**src/rtl/output_credit_ctrl.sv**
```systemverilog
// Credit-based flow controller for one switch output port: tracks downstream buffer credits,
// gates the allocator, checks wormhole framing and watches for stalls.
module output_credit_ctrl #(
    parameter int CREDITS       = 4,
    parameter int CW            = 3,
    parameter int HEAD_MIN_CRED = 1,
    parameter int STALL_LIMIT   = 255,
    parameter int PKT_CNT_W     = 16,
    parameter int FTYPEWD       = 2
) (
    input  logic                 clk,
    input  logic                 rst,
    input  logic                 valid_in,
    input  logic [FTYPEWD-1:0]   ftype_in,
    output logic                 busy_out,
    output logic                 valid_out,
    input  logic                 credit_in,
    output logic [CW-1:0]        credits,
    output logic                 in_packet,
    output logic [PKT_CNT_W-1:0] pkt_cnt,
    output logic                 stall_err,
    output logic                 proto_err,
    input  logic                 clr_err
);

    localparam logic [FTYPEWD-1:0] ENC_HEAD = FTYPEWD'(0);
    localparam logic [FTYPEWD-1:0] ENC_PAYL = FTYPEWD'(1);
    localparam logic [FTYPEWD-1:0] ENC_TAIL = FTYPEWD'(2);
    localparam logic [FTYPEWD-1:0] ENC_SING = FTYPEWD'(3);

    localparam logic [CW-1:0] CRED_MAX  = CW'(CREDITS);
    localparam logic [CW-1:0] HEAD_MIN  = CW'(HEAD_MIN_CRED);
    localparam logic [7:0]    STALL_MAX = 8'(STALL_LIMIT);

    typedef enum logic {IDLE, PKT} state_t;

    state_t     state;
    logic [7:0] stall_cnt;
    logic       send;
    logic       blocked;
    logic       frame_err;
    logic       overflow;
    logic       stall_hit;

    // busy depends only on registered state so the allocator sees no combinational loop
    always_comb begin
        busy_out  = (credits == '0) | ((state == IDLE) & (credits < HEAD_MIN));
        send      = valid_in & ~busy_out;
        valid_out = send;
        blocked   = valid_in & busy_out;
        frame_err = send & (((state == IDLE) & ((ftype_in == ENC_PAYL) | (ftype_in == ENC_TAIL))) |
                            ((state == PKT)  & ((ftype_in == ENC_HEAD) | (ftype_in == ENC_SING))));
        overflow  = credit_in & ~send & (credits == CRED_MAX);
        stall_hit = blocked & (stall_cnt >= STALL_MAX - 8'd1);
    end

    assign in_packet = (state == PKT);

    always_ff @(posedge clk or negedge rst) begin
        if (!rst) begin
            credits   <= CRED_MAX;
            state     <= IDLE;
            pkt_cnt   <= '0;
            stall_cnt <= '0;
            stall_err <= 1'b0;
            proto_err <= 1'b0;
        end else begin
            case ({send, credit_in})
                2'b10:   credits <= credits - CW'(1);
                2'b01:   if (credits != CRED_MAX) credits <= credits + CW'(1);
                default: credits <= credits;
            endcase

            // A framing violation does not move the FSM; an open packet stays open
            if (send) begin
                case (state)
                    IDLE: begin
                        if (ftype_in == ENC_HEAD)
                            state <= PKT;
                        else if (ftype_in == ENC_SING)
                            pkt_cnt <= pkt_cnt + PKT_CNT_W'(1);
                    end
                    PKT: begin
                        if (ftype_in == ENC_TAIL) begin
                            state   <= IDLE;
                            pkt_cnt <= pkt_cnt + PKT_CNT_W'(1);
                        end
                    end
                    default: state <= IDLE;
                endcase
            end

            if (!valid_in || send)
                stall_cnt <= '0;
            else if (stall_cnt != STALL_MAX)
                stall_cnt <= stall_cnt + 8'd1;

            stall_err <= stall_hit | (stall_err & ~clr_err);
            proto_err <= frame_err | overflow | (proto_err & ~clr_err);
        end
    end

endmodule

```
**config.mk**
```make
export PLATFORM = sky130hd
export DESIGN_NAME = output_credit_ctrl
export DESIGN_NICKNAME = d
export VERILOG_FILES = /design/src/rtl/output_credit_ctrl.sv
export SDC_FILE = /design/constraint.sdc
export NUM_CORES = 1
export LEC_CHECK = 0
export ABC_AREA = 1
export CORE_MARGIN = 2
export CORE_UTILIZATION = 52
export CTS_CLUSTER_DIAMETER = 40
export DETAILED_ROUTE_END_ITERATION = 8
export PLACE_DENSITY = 0.89
export RECOVER_POWER = 50
export SLEW_MARGIN = 20
export SYNTH_ARGS = -nofsm -noshare
export SYNTH_HDL_FRONTEND = slang
export SYNTH_SLANG_ARGS = --single-unit
```
**constraint.sdc**
```tcl
create_clock -name clk -period 1.62 [get_ports clk]
set_input_delay 0.405 -clock clk [delete_from_list [all_inputs] [get_ports clk]]
set_output_delay 0.405 -clock clk [all_outputs]
set_load 0.01 [all_outputs]
```
After elaboration in Yosys (flattened, before gate mapping) --
Cells that the tools add are included.
Operators by class: $add $sub $neg 4, $mul 0, div/mod/pow operators 0, magnitude comparators 2, eq/ne operators 12, shift-type cells 0, muxes and demuxes 11, bitwise gates (word level) 22, reductions and logical operators 8
Operators with widths (number):
- 16-bit two-way mux | 3
- 16-bit one-hot mux with 2 select lines | 1
- 16-bit by 1-bit adder with 16-bit output, second input constant | 1
- 8-bit two-way mux | 2
- 1-bit bitwise AND | 11
- 8-bit by 1-bit adder with 8-bit output, second input constant | 1
- 8-bit >= comparator, second input constant | 1
- 8-bit inequality test, second input constant | 1
- 1-bit bitwise OR | 7
- 2-bit equality test, second input constant | 3
- 3-bit one-hot mux with 2 select lines | 1
- 2-bit by 1-bit equality test with 1-bit output, second input constant | 2
- 2-bit by 1-bit inequality test with 1-bit output, second input constant | 2
- 2-bit inequality test, second input constant | 2
- 1-bit inverter | 4
- 4-bit AND reduction | 1
- 2-bit nonzero test | 2
- 3-bit by 1-bit adder with 3-bit output, second input constant | 1
- 3-bit equality test, second input constant | 1
- 3-bit zero test | 1
- 3-bit by 1-bit less-than comparator with 1-bit output, second input constant | 1
- 3-bit two-way mux | 1
- 3-bit inequality test, second input constant | 1
- 3-bit by 1-bit subtractor with 3-bit output, second input constant | 1
- 6 further kinds | 7
Storage, ports and cells: register bits after elaboration 30, bits in latches 0, memory bits (writable) 0, ROM bits 0, input port bits 7, output and inout port bits 24, logic and storage cells 65, memories 0

Longest topological paths before layout --
depth in word-level cells 10, mapped depth 10, gate-level depth less buffers 9

Worst setup path after synthesis --
No wires, ideal clock.
path type register to output, from register credits[0], to output port valid_out, arrival time 1.122 ns, data required time 1.215 ns, setup slack 0.093 ns, stages on the path, launching flop included 6, buffers on the path 0, cells stage by stage dfrtp_1 > inv_1 > ha_1 > nand2_2 > nand3_4 > inv_1
Between the ends: word-level cells in the longest chain between the ends 5, elaborated cells between the ends (all ways) 6, classes of those cells order compare (1); bitwise (4); reduce/logical (1)
RTL lines:
- from (decl) | line 18 | output logic [CW-1:0] credits,
- from (signal assigned) | line 69 | 2'b10: credits <= credits - CW'(1);
- from (signal assigned) | line 70 | 2'b01: if (credits != CRED_MAX) credits <= credits + CW'(1);
- from (signal assigned) | line 71 | default: credits <= credits;
- 3-bit by 1-bit less-than comparator with 1-bit output | line 47 | busy_out = (credits == '0) | ((state == IDLE) & (credits < HEAD_MIN));
- 1-bit bitwise AND | line 47
- 1-bit bitwise OR (*) | line 47
- 1-bit inverter (*) | line 48 | send = valid_in & ~busy_out;
- 1-bit bitwise AND (*) | line 48
- to (decl) | line 16 | output logic valid_out,
Every way passes the cells marked *; elsewhere a longest branch is shown, timed or not.

Final worst setup path --
from register credits[1], to output port busy_out
Between the ends: word-level cells in the longest chain between the ends 3, elaborated cells between the ends (all ways) 4, classes of those cells order compare (1); bitwise (2); reduce/logical (1)
RTL lines:
- 3-bit by 1-bit less-than comparator with 1-bit output | line 47
- 1-bit bitwise AND | line 47
- 1-bit bitwise OR (*) | line 47
- to (decl) | line 15 | output logic busy_out,
Marks and branches as above.

==> results.yml <==
run_status:
  failed_checks: "negative setup slack"
  status: "finished, violations left"
clocking:
  cts_buffer_depth: 2
  cts_tree: "done"
  clkSlewWorstSetupHoldPaths_ps: 90
  clock_latency_ps: 330
  root_buffer: "clkbuf_4"
  numCtsBuffers: 5
  ctsHtreeMaxLevel: 2
  cts_hold_buf: 0
  clkSinkCount: 30
routing:
  vias: 1899
  post_drt_wl_per_cell_um: 13.7
  ant_nets: 0
  wl_mm: 5.00
  drtIter0Drc: 86
  drc_errors: 0
  vias_per_cell: 5.19
  dr.pass1.iters: 5
setup_path:
  worst-r2r-cell-count: 9
  cp_top_family: "flip-flops"
  cp_num_cells: 6
  cp-end-kind: "output pin"
  worst-setup-path-type: "reg2out"
  critPathMaxStageDelay_ps: 420
  crit_fanout: 3
  worstReg2RegEnd: "credits[2]"
  path_cells: "buf_6 > nor2_4 > nand3_4 > buf_6 > nand2_4 > buf_6"
  crit_arrival_ps: 1350
  critPathLaunch: "credits[1]"
  reg2reg_slack_ps: 20
  timing.critical_path.mode_cell: "buf_6"
  crit_buf_inv: 3
  slowest_stage: "dfrtp_1"
  reg2reg_from: "credits[0]"
  setup.worst_path.start_class: "flop"
  cp.required_ps: 1210
  crit_end: "busy_out"
die:
  ioPinCount: 31
  start_util_pct: 55.3
  fp.dieW_um: 64.1
  num_rows: 21
  die_y_um: 64.1
  fp.dieArea_um2: 4100
  core_um2: 3390
yosys:
  synth_area_um2: 1880
  yosysSeqAreaShare_pct: 40.1
  ys.flop_type: "dfrtp_1"
  async_flop_share_pct: 100
  syn_avg_cell_area_um2: 7.72
  syn_nets: 259
  yosys_register_bits: 30
  synth_top_area_cell: "dfrtp_1"
  ys_types: 30
  synth_area_leaders: "dfrtp_1, nand2_1, ha_1"
  synthCells: 243
  synth_edf_count: 0
  yosys_warnings: 0
  synth_top_area_share_pct: 38.7
grt:
  grt_pass1_vias: 1938
  grt_max_degree: 14
  antenna_found_initial: 0
  grt.total_usage_pct: 25.6
  grt_overflow_total: 0
  grt_pass1_wl_mm: 8.18
power:
  seqPwrFrac_pct: 30.6
  p_clk_share_pct: 12.9
  swShare_pct: 41.3
  vdd.ir_drop.worst_mv: 1.31
  power_mw: 3.24
  pwr-share-comb_pct: 56.5
  p_per_area_nw_per_um2: 1230
  p_sw_mw: 1.34
  p_int_mw: 1.90
  p_leak_nw: 1.38
final_layout:
  multi_input_area_um2: 1070
  layout_commonest_cell: "nand2_1"
  final_layout_size_suffix_gt1_share_pct: 27.2
  nFillCells: 229
  syn_to_final_growth_pct: 40.6
  fin_util_pct: 77.8
  fin_cells: 366
  seqCellArea_um2: 756
  stdcell_area_um2: 2640
  antennaDiodeCount: 0
  final_cell_mix: "nand2_1, buf_4, dfrtp_1, inv_1, dlygate4sd2_1"
  fin_nets: 336
placed_design:
  hpwlAfterDp_mm: 3.06
  globalplace.congestion: 0.864
  dp_slack_ps: -446
  dpl_cell_area_um2: 2320
  dp_cells: 332
  place.port_buffers: 30
timing:
  setup_slack_ps: -133
  finClkSkew_ps: 2.30
  slew_violations: 0
  tns_ps: -252
  rsz0062_at_grt: "yes"
  setup_viol: 2
  hold_violations: 0
  slew_headroom_pct: 54.2
  fin_crit_sh_pct: 108
  post-route-min-period_ps: 1750
  hold_slack_ps: 399
  tightest_slew_ps: 688
  clock.fmax_mhz: 570
job:
  max-cap-violations: 0
min_path:
  hold_path.class: "in2async"
## power groups by stage
stage	Clock, mW	Sequential (mW)	Combinational, mW
after detailed placement	0	1.04	1.35
final	0.419	0.992	1.83
after floorplan	0	1.08	0.675
after CTS	0.420	0.984	1.60
after global routing	0.474	1.01	1.96
after global placement	0	1.03	1.30
## flip-flops by register name (all words and copies together), names as in the netlist
name and flops:
credits 3, in_packet 1, pkt_cnt 16, proto_err 1, stall_cnt 8, stall_err 1
## worst min-delay path by stage
stage | to | cells after the start
global placement | stall_err | 2
CTS | proto_err | 1
floorplan | credits[0] | 0
detailed placement | stall_err | 2
finish | proto_err | 1
global route | proto_err | 1
## cells in the mapped netlist, types with 2 or more instances
cell type,n
o21ai_0,8
nor2_1,18
a21oi_1,2
ha_1,9
o211ai_1,2
nand3b_1,2
o21ai_1,3
xor2_1,5
nor2_2,2
buf_6,3
xnor2_1,9
nand3_1,15
nand4_1,3
o31ai_1,2
dfrtp_1,29
nand3_2,2
nand2_1,84
nand2_2,3
nor3_1,3
inv_1,27
inv_2,3
## worst reg2reg max path: stages, from the launching register on
cell,delay (ps)
dfrtp_1,400
inv_2,120
buf_4,130
buf_4,100
ha_1,180
xor2_1,240
nand2_1,100
nand2_1,80
nand2_1,90
nand2_1,100
## what timing repair did
item	CTS	global route
pin swaps	3	1
gates resized for setup	50	25
cloned	1	0
endpoints found under the setup margin	36	26
buffers inserted	24	3
## metal layers
| metal | global-route usage (%) | share of wire, % | vias to the layer above |
|---|---|---|---|
| met3 | 5.63 | 4.7 | 16 |
| met1 | 28.4 | 40 | 898 |
| li1 | - | - | 920 |
| met2 | 47.0 | 52 | 65 |
| met4 | 10.1 | 2.8 | 0 |
| met5 | 0 | 0 | - |
## layout make-up
class	instances	share of cell area, %
multi-input combinational	180	40.6
sequential	30	28.7
timing repair buffer	72	22.3
inverter	31	4.51
tap	46	2.18
clock buffer	5	1.42
clock inverter	2	0.380
## logic make-up after synthesis
kind of cell / share of synthesized area, %
and+or+nand+nor: 32.3
buffers and inverters: 8.14
AOI/OAI and AO/OA: 6.94
DFF: 40.1
adders and majority gates: 6.00
xor gates and xnor gates: 6.54
(Power assumes the default switching activity.)
